## config.mk

```make
export PLATFORM = sky130hd
export DESIGN_NAME = gpr_file_sb
export DESIGN_NICKNAME = d
export VERILOG_FILES = /design/src/rtl/gpr_pkg.sv /design/src/rtl/gpr_file_sb_scoreboard.sv /design/src/rtl/gpr_file_sb.sv
export SDC_FILE = /design/constraint.sdc
export NUM_CORES = 1
export LEC_CHECK = 0
export BUFFER_PORTS_ARGS = -buffer_cell sky130_fd_sc_hd__buf_2
export CAP_MARGIN = 20
export CORE_MARGIN = 2
export CORE_UTILIZATION = 25
export DETAILED_ROUTE_END_ITERATION = 10
export MAX_ROUTING_LAYER = met4
export PLACE_DENSITY_LB_ADDON = 0.05
export SLEW_MARGIN = 20
export SYNTH_ARGS = -nofsm -noshare
export SYNTH_HDL_FRONTEND = slang
export SYNTH_SLANG_ARGS = --single-unit
```

## constraint.sdc

```tcl
create_clock -name clk -period 6.1 [get_ports clk]
set_clock_uncertainty 0.15 [all_clocks]
set_input_delay 0.305 -clock clk [delete_from_list [all_inputs] [get_ports clk]]
set_output_delay 0.305 -clock clk [all_outputs]
set_load 0.05 [all_outputs]
```

## src/rtl/gpr_pkg.sv

```systemverilog
// Shared types and constants for the general-purpose register file and its scoreboard.
package gpr_pkg;

    localparam int GPR_DATA_W = 16;
    localparam int GPR_NREGS  = 8;
    localparam int GPR_ADDR_W = $clog2(GPR_NREGS);

    typedef logic [GPR_ADDR_W-1:0] gpr_addr_t;

    localparam int                    ZERO_IDX      = 0;
    localparam logic [GPR_DATA_W-1:0] GPR_RESET_VAL = '0;

endpackage

```

## src/rtl/gpr_file_sb_scoreboard.sv

```systemverilog
// Write-pending scoreboard: one busy bit per register, set on issue, cleared on writeback.
module gpr_scoreboard
    import gpr_pkg::*;
#(
    parameter int NREGS    = 8,
    parameter int ADDR_W   = $clog2(NREGS),
    parameter bit ZERO_REG = 1'b0
) (
    input  logic              clk,
    input  logic              rst,
    input  logic              wr_en,
    input  logic [ADDR_W-1:0] wr_addr,
    input  logic              iss_en,
    input  logic [ADDR_W-1:0] iss_addr,
    input  logic [ADDR_W-1:0] rd_addr_1,
    input  logic [ADDR_W-1:0] rd_addr_2,
    input  logic              rd_use_1,
    input  logic              rd_use_2,
    input  logic              clr_1,
    input  logic              clr_2,
    output logic              stall,
    output logic [NREGS-1:0]  busy_vec,
    output logic              busy_any
);

    logic [NREGS-1:0] busy;
    logic [NREGS-1:0] busy_nxt;
    logic             iss_ok;
    logic             hit_1;
    logic             hit_2;

    assign iss_ok = iss_en && !(ZERO_REG && (iss_addr == ADDR_W'(ZERO_IDX)));

    // Set is applied after clear so a same-cycle issue keeps the register busy.
    always_comb begin
        busy_nxt = busy;
        if (wr_en) begin
            busy_nxt[wr_addr] = 1'b0;
        end
        if (iss_ok) begin
            busy_nxt[iss_addr] = 1'b1;
        end
    end

    always_ff @(posedge clk or posedge rst) begin
        if (rst) begin
            busy <= '0;
        end else begin
            busy <= busy_nxt;
        end
    end

    assign hit_1    = busy[rd_addr_1] & ~clr_1;
    assign hit_2    = busy[rd_addr_2] & ~clr_2;
    assign stall    = (rd_use_1 & hit_1) | (rd_use_2 & hit_2);
    assign busy_vec = busy;
    assign busy_any = |busy;

endmodule

```

## src/rtl/gpr_file_sb.sv

```systemverilog
// Register file with two async read ports, one sync write port, optional bypass and scoreboard.
module gpr_file_sb
    import gpr_pkg::*;
#(
    parameter int DATA_W   = 16,
    parameter int NREGS    = 8,
    parameter int ADDR_W   = $clog2(NREGS),
    parameter bit ZERO_REG = 1'b0,
    parameter bit BYPASS   = 1'b1
) (
    input  logic              clk,
    input  logic              rst,
    input  logic [ADDR_W-1:0] rd_addr_1,
    input  logic [ADDR_W-1:0] rd_addr_2,
    input  logic              rd_use_1,
    input  logic              rd_use_2,
    output logic [DATA_W-1:0] rd_data_1,
    output logic [DATA_W-1:0] rd_data_2,
    input  logic              wr_en,
    input  logic [ADDR_W-1:0] wr_addr,
    input  logic [DATA_W-1:0] wr_data,
    input  logic              iss_en,
    input  logic [ADDR_W-1:0] iss_addr,
    output logic              stall,
    output logic [NREGS-1:0]  busy_vec,
    output logic              busy_any
);

    logic [DATA_W-1:0] regs [NREGS];
    logic              wr_ok;
    logic              fwd_1;
    logic              fwd_2;
    logic              zero_1;
    logic              zero_2;
    logic              clr_1;
    logic              clr_2;

    assign wr_ok  = wr_en && !(ZERO_REG && (wr_addr == ADDR_W'(ZERO_IDX)));
    assign zero_1 = ZERO_REG && (rd_addr_1 == ADDR_W'(ZERO_IDX));
    assign zero_2 = ZERO_REG && (rd_addr_2 == ADDR_W'(ZERO_IDX));
    assign fwd_1  = BYPASS && wr_ok && (wr_addr == rd_addr_1);
    assign fwd_2  = BYPASS && wr_ok && (wr_addr == rd_addr_2);

    always_ff @(posedge clk or posedge rst) begin
        if (rst) begin
            for (int unsigned i = 0; i < NREGS; i++) begin
                regs[i] <= DATA_W'(GPR_RESET_VAL);
            end
        end else if (wr_ok) begin
            regs[wr_addr] <= wr_data;
        end
    end

    // Reads are forced to zero during reset so the ports never expose stale data.
    always_comb begin
        rd_data_1 = regs[rd_addr_1];
        rd_data_2 = regs[rd_addr_2];
        if (fwd_1) begin
            rd_data_1 = wr_data;
        end
        if (fwd_2) begin
            rd_data_2 = wr_data;
        end
        if (rst || zero_1) begin
            rd_data_1 = '0;
        end
        if (rst || zero_2) begin
            rd_data_2 = '0;
        end
    end

    assign clr_1 = BYPASS && wr_en && (wr_addr == rd_addr_1);
    assign clr_2 = BYPASS && wr_en && (wr_addr == rd_addr_2);

    gpr_scoreboard #(
        .NREGS   (NREGS),
        .ADDR_W  (ADDR_W),
        .ZERO_REG(ZERO_REG)
    ) u_scoreboard (
        .clk      (clk),
        .rst      (rst),
        .wr_en    (wr_en),
        .wr_addr  (wr_addr),
        .iss_en   (iss_en),
        .iss_addr (iss_addr),
        .rd_addr_1(rd_addr_1),
        .rd_addr_2(rd_addr_2),
        .rd_use_1 (rd_use_1),
        .rd_use_2 (rd_use_2),
        .clr_1    (clr_1),
        .clr_2    (clr_2),
        .stall    (stall),
        .busy_vec (busy_vec),
        .busy_any (busy_any)
    );

endmodule

```

After elaboration in Yosys (flattened, before gate mapping)
Index checks and enable logic that the tools add are counted.
W data, S select, Z words.
{"block": "classes", "addsub": 0, "mul": 0, "n_div": 0, "n_lt_le_gt_ge": 10, "eq_ne": 2, "n_shift": 0, "n_mux": 23, "n_bitwise": 13, "n_reduce_logical": 6}
{"op": "$mux W16", "n": 9}
{"op": "$bwmux W128", "n": 1}
{"op": "$bmux W16 S3", "n": 2}
{"op": "$demux W16 S3", "n": 1}
{"op": "$lt A3 B4 Y1 const B", "n": 4}
{"op": "$mux W8", "n": 2}
{"op": "$ge A4 B4 Y1 const B", "n": 3}
{"op": "$not A3 Y4", "n": 3}
{"op": "$and A8 B8 Y8", "n": 1}
{"op": "$not A8 Y8", "n": 1}
{"op": "$or A8 B8 Y8", "n": 1}
{"op": "$reduce_or A8 Y1", "n": 1}
{"op": "$bmux W1 S3", "n": 2}
{"op": "$demux W1 S3", "n": 2}
{"op": "$eq A3 B3 Y1", "n": 2}
{"op": "$ge A3 B1 Y1 const B", "n": 2}
{"op": "$logic_and A1 B1 Y1", "n": 5}
{"op": "$and A1 B1 Y1", "n": 4}
{"op": "$lt A4 B1 Y1 const B", "n": 1}
{"op": "$mux W1", "n": 4}
{"op": "$not A1 Y1", "n": 2}
{"op": "$or A1 B1 Y1", "n": 1}
{"block": "word_totals", "ff_bits": 136, "latchBits": 0, "mem_bits_rw": 0, "romBits": 0, "inputBits": 34, "output_inout_bits": 42, "memories": 0}

Longest topological paths before layout
Gate-level depths: netlist (run 1).
{"block": "logic_depth", "depth_word": 9, "mapped_depth": 6}

Hierarchy
A second synthesis (run 1) with hierarchy kept.
{"block": "unflattened", "cells_unflattened": 624, "area_unflattened_um2": 7848.8}
{"module": "gpr_file_sb", "instances": 1, "cells_each": 570, "area_each_um2": 7339.5, "seq_area_each_um2": 3203.1}
{"module": "gpr_scoreboard", "instances": 1, "cells_each": 54, "area_each_um2": 509.2, "seq_area_each_um2": 200.2}

Worst setup path after synthesis (run 1)
OpenSTA, ideal clock, no wires.
{"block": "synth_timing", "kind": "input to output", "startpoint": "input port rst", "endpoint": "output port rd_data_2[10]", "arrival_time_ps": 5927, "setup_slack_ps": -282, "path_stages": 4, "n_path_buf": 1, "path_cell_list": "inv_1 -> clkbuf_1 -> o21ai_0 -> a21oi_1"}
{"block": "synth_between", "elab_chain_cells": 1}
{"item": "start: declaration", "line": "gpr_file_sb.sv:12", "rtl": "input logic rst,"}
{"item": "$mux W16", "line": "gpr_file_sb.sv:67", "rtl": "if (rst || zero_2) begin"}
{"item": "end: declaration", "line": "gpr_file_sb.sv:18", "rtl": "output logic [DATA_W-1:0] rd_data_2,"}
No other way between the ends.

Worst setup path in the final report (run 1)
{"block": "layout_timing", "startpoint": "input port rd_addr_1[0]", "endpoint": "output port rd_data_1[15]"}
{"block": "layout_between", "elab_chain_cells": 6, "elab_cells_between_ends": 8}
{"item": "start: declaration", "line": "gpr_file_sb.sv:13", "rtl": "input logic [ADDR_W-1:0] rd_addr_1,"}
{"item": "$not A3 Y4 (not written as such)", "line": "gpr_file_sb.sv:56", "rtl": "rd_data_1 = regs[rd_addr_1];"}
{"item": "$bmux W16 S3", "line": "gpr_file_sb.sv:56"}
{"item": "$mux W16 (not written as such) (2 in a row)", "line": "gpr_file_sb.sv:56"}
{"item": "$mux W16 *", "line": "gpr_file_sb.sv:58", "rtl": "if (fwd_1) begin"}
{"item": "$mux W16 *", "line": "gpr_file_sb.sv:64", "rtl": "if (rst || zero_1) begin"}
{"item": "end: declaration", "line": "gpr_file_sb.sv:17", "rtl": "output logic [DATA_W-1:0] rd_data_1,"}
Every way passes the cells marked *; elsewhere a longest branch is shown, timed or not. The select of a mux whose other input is x is not followed.

==> results.json, run 1 <==
{
  "outcome": "finished clean",
  "routed_via_density": 4.82,
  "crit_family": "buffers and inverters",
  "crit_path_max_fanout": 34,
  "ant_nets": 0,
  "fmax_mhz": 295,
  "portBuffers": 75,
  "finalHoldViolCount": 0,
  "clkPwrFrac_pct": 35.0,
  "synth_area_um2": 7710,
  "grt_pass1_vias": 5404,
  "synth_warnings": 0,
  "worst_pin_slew_ps": 958,
  "tns_ps": 0,
  "cp-end-kind": "output port",
  "rows": 64,
  "clock_sinks": 136,
  "drt_iter0_drc": 173,
  "die_h_um": 180,
  "grt_setup_unrepaired": "no",
  "totalWireLength_mm": 23.2,
  "sequentialPowerShare_pct": 38.5,
  "final_nets": 632,
  "path_buf_inv": 4,
  "grt_max_degree": 87,
  "mostFrequentLayoutCell": "dfrtp_1",
  "dpl.hpwl_mm": 14.0,
  "start_kind": "primary input",
  "hp-class": "primary input to register",
  "mostFrequentLayoutCells": "136 x dfrtp_1, 128 x mux2_2, 75 x buf_2",
  "wire_per_inst_um": 23.0,
  "antenna_found_initial": 1,
  "synth_edf_count": 0,
  "relSlewSlack_pct": 35.9,
  "critPathSlowestCell": "buf_4",
  "num_vias": 4863,
  "grt_pass1_wl_mm": 35.7,
  "drc": 0,
  "fin_crit_sh_pct": 55.6,
  "grt_overflow": 0,
  "internal_power_mw": 2.22,
  "maxCapViolations": 0,
  "core_area_um2": 30500,
  "ctsRootBufferMaster": "clkbuf_16",
  "crit_arrival_ps": 2930,
  "critPathKind": "primary input to output port",
  "syn_avg_cell_area_um2": 14.2,
  "yosysSeqAreaShare_pct": 44.1,
  "p_switching_mw": 1.00,
  "drv_slew": 0,
  "crit_chain": "buf_2, buf_4, xnor2_1, nand4_1, buf_4, a21oi_1, buf_2",
  "numCtsBuffers": 17,
  "clock_tree.buffer_depth": 2,
  "drive_gt1_share_pct": 53.5,
  "synthFlopType": "dfrtp_1",
  "die_w_um": 180,
  "synth_async_sr_flop_share_pct": 100,
  "comb_power_share_pct": 26.4,
  "switching_share_pct": 31.2,
  "area_delta_synth_final_pct": 18.5,
  "clk_latency_ps": 430,
  "dieArea_um2": 32300,
  "syn_inst": 542,
  "setup_viol": 0,
  "clk_pin_slew_ps": 60,
  "gp_congestion": 0.725,
  "first_pass_iters": 4,
  "pin_count": 76,
  "cts_htree_levels": 4,
  "cp.required_ps": 5640,
  "vdd_drop_max_v": 0.000194,
  "placed_area_um2": 8460,
  "slowest_delay_ps": 630,
  "start_util_pct": 25.3,
  "syn_nets": 576,
  "power.density_nw_per_um2": 353,
  "cts_tree": "yes",
  "synth_cell_types": 28,
  "fin_crit_ps": 3390,
  "synth-seq-cells": 136,
  "gr-usage-all-layers_pct": 15.4,
  "power_leakage_nw": 3.79,
  "fin_area_um2": 9140,
  "cts_setup_buffers": 0
}
## power groups by stage
stage	clock network (mW)	registers [mW]	logic (mW)
global route	1.21	1.28	0.918
detailed placement	0	1.26	0.865
finish	1.13	1.24	0.852
floorplan	0	1.25	0.662
CTS	1.17	1.24	0.870
global placement	0	1.25	0.856
## final timing paths
kind / start / to / slack, ps / depth (start not counted)
max in group asynchronous: rst / regs[40]$_DFFE_PP0P_ / 4480 / 4
min reg2reg: regs[26]$_DFFE_PP0P_ / regs[26]$_DFFE_PP0P_ / 370 / 1
min: wr_data[8] / regs[24]$_DFFE_PP0P_ / 100 / 2
max: rd_addr_1[0] / rd_data_1[15] / 2710 / 7
max reg2reg: u_scoreboard.busy_vec[0]$_DFF_PP0_ / u_scoreboard.busy_vec[0]$_DFF_PP0_ / 4700 / 3
min in group asynchronous: rst / regs[65]$_DFFE_PP0P_ / 400 / 3
## metal layers
| layer | wire length, µm | global-route usage [%] | up-vias | share of wire, % |
|---|---|---|---|---|
| met5 | 0 | - | - | 0 |
| met4 | 371 | 4.23 | 0 | 1.6 |
| met3 | 795 | 3.04 | 22 | 3.4 |
| met2 | 11900 | 25.8 | 77 | 51 |
| met1 | 10100 | 19.1 | 2572 | 44 |
| li1 | - | - | 2192 | - |
## per-stage QoR
step	hold slack [ps]	setup slack (ps)	cells	power, mW	utilization [%]
2_1_floorplan	265	2130	542	1.91	-
3_3_place_gp	345	2290	968	2.11	27.5
3_5_place_dp	320	2640	971	2.12	27.7
4_1_cts	78.4	2640	1007	3.28	29.9
5_1_grt	100	2530	1008	3.40	30.0
6_report	98.7	2710	1008	3.22	30.0
## final cells by class
| cell class | count | area, µm² |
|---|---|---|
| tap | 396 | 495 |
| fill | 3063 | 21400 |
| clock buffer | 19 | 443 |
| antenna | 1 | 2.50 |
| inverter | 6 | 27.5 |
| sequential | 136 | 3400 |
| timing repair buffer | 96 | 603 |
| multi-input combinational | 341 | 3970 |
| clock inverter | 13 | 191 |
## Yosys cell counts, drive strengths merged, types with 2 or more instances
| cell | instances | area [µm²] |
|---|---|---|
| mux2i | 35 | 350 |
| nor4 | 2 | 12.5 |
| mux4 | 66 | 1490 |
| o21ai | 36 | 180 |
| nand3 | 2 | 10.0 |
| nor3b | 2 | 37.5 |
| dfrtp | 136 | 3400 |
| buf | 52 | 287 |
| nand4 | 3 | 25.0 |
| a21oi | 33 | 165 |
| o211ai | 2 | 15.0 |
| mux2 | 128 | 1440 |
| o22ai | 3 | 18.8 |
| clkbuf | 7 | 26.3 |
| inv | 6 | 22.5 |
| nor3 | 2 | 32.5 |
| nand4b | 3 | 45.0 |
| nand2b | 4 | 32.5 |
| o32ai | 2 | 17.5 |
| xnor2 | 6 | 52.6 |
| nand2 | 10 | 37.5 |
## flip-flops by register name, indices dropped and copies added, names as in the netlist
| signal | cells |
|---|---|
| u_scoreboard.busy_vec | 8 |
| regs | 128 |
## cell families (layout without fill, tap and decap cells)
family,count (synthesis),after routing,synth area share (%)
AOI/OAI and AO/OA,77,77,5.26
xor gates and xnor gates,6,6,0.681
buffers and inverters,65,134,4.35
DFF,136,136,44.1
muxes,229,229,42.5
other,0,1,0
and+or+nand+nor,29,29,3.07
## worst register-to-register path, stage by stage, from the launching register on
cell,delay (ps)
dfrtp_1,430
inv_1,80
o32ai_1,50
dlygate4sd3_1,570
## timing repair
item	CTS	global route
gates resized for setup	0	0
hold buffers	4	0
hold endpoints to repair	66	0
No activity file was read; power rests on OpenSTA's default activity.
==> run 2, diff against run 1 <==
--- a/config.mk
+++ b/config.mk
@@ -5,6 +5,7 @@
 export SDC_FILE = /design/constraint.sdc
 export NUM_CORES = 1
 export LEC_CHECK = 0
+export ABC_AREA = 1
 export BUFFER_PORTS_ARGS = -buffer_cell sky130_fd_sc_hd__buf_2
 export CAP_MARGIN = 20
 export CORE_MARGIN = 2
==> constraint.sdc (replaced) <==
create_clock -name clk -period 3.1 [get_ports clk]
set_clock_uncertainty 0.15 [all_clocks]
set_input_delay 0.155 -clock clk [delete_from_list [all_inputs] [get_ports clk]]
set_output_delay 0.155 -clock clk [all_outputs]
set_load 0.05 [all_outputs]
==> run 2 against run 1 <==
  * Clock power increased by 80%
  * Wire length increased by 45%
  * Worst hold slack got worse by 97 ps
  * Cell count increased by 73%
  * Synthesized cell count increased by 130%
  * Count of clock-buffer cells in the layout increased by 2
  * Die area increased by 5.2%
  * Critical endpoint is now rd_data_1[4]
  * Largest power group unchanged
  * Non-clock buffer count increased by 22
  * Sequential power increased by 95%
  * Global-route usage increased by 6.1 points
  * Critical path type unchanged
==> results.json, run 2 <==
{
  "drc": 0,
  "num_vias": 8220,
  "hp-class": "primary input to register",
  "drive_gt1_share_pct": 11.4,
  "worst_pin_slew_ps": 630,
  "antenna_found_initial": 0,
  "gr-usage-all-layers_pct": 21.5,
  "cp-startpoint": "rst",
  "grt_overflow": 0,
  "start_util_pct": 25.2,
  "path_depth": 6,
  "routed_via_density": 4.73,
  "relSlewSlack_pct": 58.0,
  "die_w_um": 184,
  "grt_setup_unrepaired": "no",
  "drt_iter0_drc": 691,
  "cp.required_ps": 2790,
  "rr_startpoint": "u_scoreboard.busy_vec[2]$_DFF_PP0_",
  "ff2ff_setup_slack_ps": 1660,
  "yosysTopAreaCell": "dfrtp_1",
  "core_area_um2": 32300,
  "power.density_nw_per_um2": 619,
  "synthFlopType": "dfrtp_1",
  "setup_viol": 0,
  "crit_chain": "dlygate4sd3_1, buf_2, inv_6, o21ai_0, nor2_1, buf_2",
  "syn_nets": 1267,
  "grt_pass1_vias": 8502,
  "vdd_drop_max_v": 0.000393,
  "synth_async_sr_flop_share_pct": 100,
  "final_nets": 1319,
  "die_h_um": 184,
  "ys_top_cells_by_area": "dfrtp_1 42%, nand2_1 23%, nand3_1 11%, o21ai_0 8.8%, nor2_1 6.0%",
  "largest_reg_flops": 128,
  "clk_latency_ps": 430,
  "synth_warnings": 0,
  "synth_cell_types": 20,
  "wire_per_inst_um": 19.4,
  "fmax_mhz": 428,
  "mostFrequentLayoutCell": "nand2_1",
  "yosysSeqAreaShare_pct": 41.9,
  "mostFrequentLayoutCells": "492 x nand2_1, 174 x nand3_1, 143 x o21ai_0",
  "synth_area_um2": 8120,
  "fin_crit_ps": 2340,
  "critPathKind": "primary input to output port",
  "r2r_end": "u_scoreboard.busy_vec[2]$_DFF_PP0_",
  "crit_family": "buffers and inverters",
  "synth_edf_count": 0,
  "total_power_mw": 5.91,
  "portBuffers": 75,
  "clk_pin_slew_ps": 60,
  "power_leakage_nw": 4.68,
  "totalWireLength_mm": 33.7,
  "outcome": "finished clean",
  "dieArea_um2": 34000,
  "fillers": 3634,
  "clock_sinks": 136,
  "dpl.hpwl_mm": 19.6,
  "numCtsBuffers": 17,
  "crit_path_max_fanout": 59,
  "path_common_cell": "buf_2",
  "crit_arrival_ps": 2030,
  "start_kind": "primary input",
  "cts_htree_levels": 4,
  "synth.most_common_cell": "nand2_1",
  "clock_tree.buffer_depth": 2,
  "gp_congestion": 0.741,
  "diodes": 0,
  "largest_register": "regs",
  "grt_pass1_wl_mm": 52.5,
  "synth-seq-cells": 136,
  "worst-r2r-cell-count": 3,
  "fin_crit_sh_pct": 75.4,
  "slowest_delay_ps": 530,
  "rows": 66,
  "critPathSlowestCell": "dlygate4sd3_1",
  "cp-end-kind": "output port",
  "drv_slew": 0,
  "yosysTopAreaCellShare_pct": 41.9,
  "pin_count": 76,
  "grt_max_degree": 61,
  "syn_avg_cell_area_um2": 6.59,
  "synth_common_cells": "492 x nand2_1, 174 x nand3_1, 143 x o21ai_0",
  "path_buf_inv": 4,
  "first_pass_iters": 5,
  "tns_ps": 0,
  "cts_tree": "yes",
  "maxCapViolations": 0,
  "syn_inst": 1233,
  "ctsRootBufferMaster": "clkbuf_16",
  "cp-endpoint": "rd_data_1[4]",
  "ant_nets": 0,
  "area_delta_synth_final_pct": 17.5,
  "finalHoldViolCount": 0
}
run 2: cell count changes in the layout (fill, tap and decap cells not counted), sizes merged, moves of 4 or more:
cell	before	now
mux2	128	0
mux4	66	0
nand3	2	174
mux2i	35	0
xnor2	6	0
dlygate4sd3	4	11
nand2	10	494
nand2b	4	0
nor2	1	131
o21ai	36	153
buf	92	107
a21oi	33	16
inv	10	42
run 2: worst min-delay path: stages:
cell and delay, ps:
buf_2 110, inv_1 130, a21oi_1 150
run 2: cell type report:
class                   instances  area [µm²]  area share (%)
multi-input cells             971        4090            42.9
flip-flops and latches        136        3400            35.7
repair buffers                118         763            8.00
well taps                     442         553            5.80
clock buffers                  21         470            4.93
inverters                      41         164            1.72
clock inverters                10        96.3            1.01
run 2: per-stage QoR:
stage,hold slack [ps],setup WS [ps],cells,area [µm²],util [%]
after floorplan,112,534,1233,8130,-
after global placement,122,832,1697,8870,27.5
after detailed placement,116,817,1697,8870,27.5
after CTS,1.53,702,1739,9540,29.6
after global routing,22.7,579,1739,9540,29.6
final,2.17,762,1739,9540,29.6
run 2: where the power goes:
part | internal [mW] | leakage, nW | switching (mW) | total, mW
Clock | 1.17 | 0.268 | 0.862 | 2.03
Combinational | 0.472 | 2.73 | 0.995 | 1.47
Sequential | 2.12 | 1.68 | 0.301 | 2.42
run 2: per-layer routing:
metal | GRT usage (%) | part of all wire, % | vias to the layer above
li1 | - | - | 4063
met5 | - | 0 | -
met4 | 5.41 | 1.3 | 0
met3 | 3.14 | 4.0 | 22
met1 | 29.2 | 50 | 3928
met2 | 33.8 | 45 | 207
run 2: cells by family (layout without fill, tap and decap cells):
logic type,count (synthesis),in the layout,share of synthesized area (%)
AO/OA/AOI/OAI,170,170,10.5
buffers and inverters,126,190,7.73
flip-flops,136,136,41.9
AND/OR/NAND/NOR,801,801,39.9
run 2: how the worst min path moves through the flow:
stage	endpoint	slack [ps]	cells after the start	startpoint
2_1_floorplan	u_scoreboard.busy_vec[6]$_DFF_PP0_	110	1	iss_addr[0]
3_3_place_gp	regs[15]$_DFFE_PP0P_	120	2	rst
3_5_place_dp	regs[15]$_DFFE_PP0P_	120	2	rst
4_1_cts	regs[9]$_DFFE_PP0P_	2	3	wr_data[9]
5_1_grt	regs[9]$_DFFE_PP0P_	20	3	wr_data[9]
6_report	regs[9]$_DFFE_PP0P_	2	3	wr_data[9]
run 2: what timing repair did:
action                    in CTS  in global routing
hold buffers                  11                  0
resized for setup              0                  0
hold endpoints to repair      42                  0
setup buffers                  0                  0
==> run 3, diff against run 2 <==
==> constraint.sdc (replaced) <==
create_clock -name clk -period 2.3 [get_ports clk]
set_clock_uncertainty 0.15 [all_clocks]
set_input_delay 0.115 -clock clk [delete_from_list [all_inputs] [get_ports clk]]
set_output_delay 0.115 -clock clk [all_outputs]
set_load 0.05 [all_outputs]
==> run 3 against run 2 <==
  * Critical path depth increased by 1
  * Cell count increased by 1.3%
  * Setup slack worse by 620 ps
  * Via count up 0.62%
  * First-iteration DRC count fell by 15%
  * Final area grew 3.9%
  * Core utilization up 1.2 points
  * Total power is 43% higher
  * Count of clock-buffer cells in the layout fell by 1
  * Global-route usage is 0.093 points lower
  * Non-clock buffer count up 21
  * Clock power grew 55%
  * Critical path type unchanged
  * Critical endpoint unchanged
  * Largest cell class unchanged
==> results.json, run 3 (synthesized netlist as in run 2, its figures left out) <==
{
  "rows": 66,
  "numCtsBuffers": 17,
  "setup_viol": 0,
  "wl_met1_mm": 16.7,
  "vdd_drop_max_v": 0.000551,
  "slowest_delay_ps": 530,
  "num_vias": 8271,
  "route.top_layer_used": "met4",
  "grt_pass1_wl_mm": 52.1,
  "relSlewSlack_pct": 61.7,
  "critPathSlowestCell": "dlygate4sd3_1",
  "hp-class": "primary input to register",
  "critPathKind": "primary input to output port",
  "maxCapViolations": 0,
  "mostFrequentLayoutCells": "492 x nand2_1, 174 x nand3_1, 143 x o21ai_0",
  "clock_sinks": 136,
  "crit_path_max_fanout": 29,
  "area_delta_synth_final_pct": 22.1,
  "fin_crit_ps": 2160,
  "grt_pass1_vias": 8443,
  "min_from": "wr_addr[2]",
  "crit_chain": "dlygate4sd3_1, buf_2, inv_6, buf_4, o21ai_0, nor2_1, buf_2",
  "mostFrequentLayoutCell": "nand2_1",
  "final_nets": 1340,
  "clk_pin_slew_ps": 60,
  "path_buf_inv": 5,
  "rr_startpoint": "u_scoreboard.busy_vec[2]$_DFF_PP0_",
  "dpl.hpwl_mm": 20.4,
  "portBuffers": 75,
  "cts_resized": 0,
  "r2r_end": "u_scoreboard.busy_vec[2]$_DFF_PP0_",
  "drive_gt1_share_pct": 12.0,
  "clkPwrFrac_pct": 37.3,
  "switching_share_pct": 34.4,
  "path_depth": 7,
  "die_h_um": 184,
  "first_pass_iters": 5,
  "fmax_mhz": 463,
  "cp.required_ps": 2040,
  "gr-usage-all-layers_pct": 21.4,
  "power.density_nw_per_um2": 851,
  "cts_htree_levels": 4,
  "fin_hold_ws_ps": 42.7,
  "largest_register": "regs",
  "grt_overflow": 0,
  "largest_reg_flops": 128,
  "clk_latency_ps": 440,
  "drv_slew": 0,
  "pin_count": 76,
  "cp-endpoint": "rd_data_1[4]",
  "fin_crit_sh_pct": 94.0,
  "start_kind": "primary input",
  "clock_tree.buffer_depth": 2,
  "crit_arrival_ps": 1900,
  "routed_via_density": 4.70,
  "ff2ff_setup_slack_ps": 870,
  "outcome": "finished clean",
  "grt_max_degree": 52,
  "drc": 0,
  "placed_area_um2": 9010,
  "dieArea_um2": 34000,
  "worst-r2r-cell-count": 3,
  "sequentialPowerShare_pct": 38.7,
  "diodes": 0,
  "antenna_found_initial": 0,
  "comb_power_share_pct": 24.0,
  "fin_area_um2": 9920,
  "ant_nets": 0,
  "start_util_pct": 25.2,
  "grt_setup_unrepaired": "no",
  "finalHoldViolCount": 0,
  "cts_tree": "yes",
  "p_switching_mw": 2.90,
  "wl_met3_mm": 1.08,
  "path_common_cell": "buf_2",
  "die_w_um": 184,
  "core_area_um2": 32300,
  "drt_iter0_drc": 588,
  "power_leakage_nw": 4.86,
  "worst_pin_slew_ps": 575,
  "cp-end-kind": "output port",
  "ctsRootBufferMaster": "clkbuf_16",
  "totalWireLength_mm": 33.5,
  "wire_per_inst_um": 19.0,
  "internal_power_mw": 5.53,
  "routed-wl-met2_mm": 15.1,
  "tns_ps": 0,
  "cp-startpoint": "rst",
  "gp_congestion": 0.811,
  "crit_family": "buffers and inverters"
}
## run 3: area by class of cell
type	instances	area, µm²
clock inverters	12	196
fillers	3592	22400
repair buffers	139	1040
clock buffers	20	467
multi-input cells	971	4090
flip-flops and latches	136	3400
inverters	41	164
well taps	442	553
## run 3: worst min path at each step
stage / endpoint / slack [ps] / cells past startpoint
2_1_floorplan: u_scoreboard.busy_vec[6]$_DFF_PP0_ / 70 / 1
3_3_place_gp: u_scoreboard.busy_vec[6]$_DFF_PP0_ / -30 / 2
3_5_place_dp: u_scoreboard.busy_vec[6]$_DFF_PP0_ / -20 / 2
4_1_cts: u_scoreboard.busy_vec[7]$_DFF_PP0_ / 20 / 4
5_1_grt: u_scoreboard.busy_vec[7]$_DFF_PP0_ / 40 / 4
6_report: u_scoreboard.busy_vec[7]$_DFF_PP0_ / 40 / 4
## run 3: through the flow
step	std cells	total power, mW	setup slack, ps	util [%]
finish	1761	8.44	138	30.7
global route	1761	8.98	42.0	30.7
CTS	1761	8.56	109	30.7
detailed placement	1705	5.32	336	27.9
global placement	1705	5.32	309	27.9
floorplan	1233	4.65	269	-
## run 3: per-layer routing
metal | track usage [%] | vias up
li1 | - | 4098
met1 | 29.1 | 3958
met2 | 33.3 | 185
met3 | 2.81 | 30
met4 | 6.43 | 0
met5 | - | -
## run 3: tightest hold or removal path: cells and delay by family
kind,cells,cell delay (ps)
compound gates,2,200
buf+inv,1,140
simple gates,1,140
## run 3: what timing repair did
item	CTS	global route
hold buffers	24	0
buffers inserted	0	0
hold endpoints to repair	143	0
## run 3: power by group through the flow
stage | sequential [mW] | clock (mW) | combinational, mW
final | 3.26 | 3.15 | 2.03
after global routing | 3.33 | 3.34 | 2.31
after CTS | 3.27 | 3.24 | 2.06
after detailed placement | 3.30 | 0 | 2.02
after global placement | 3.31 | 0 | 2.01
after floorplan | 3.26 | 0 | 1.39
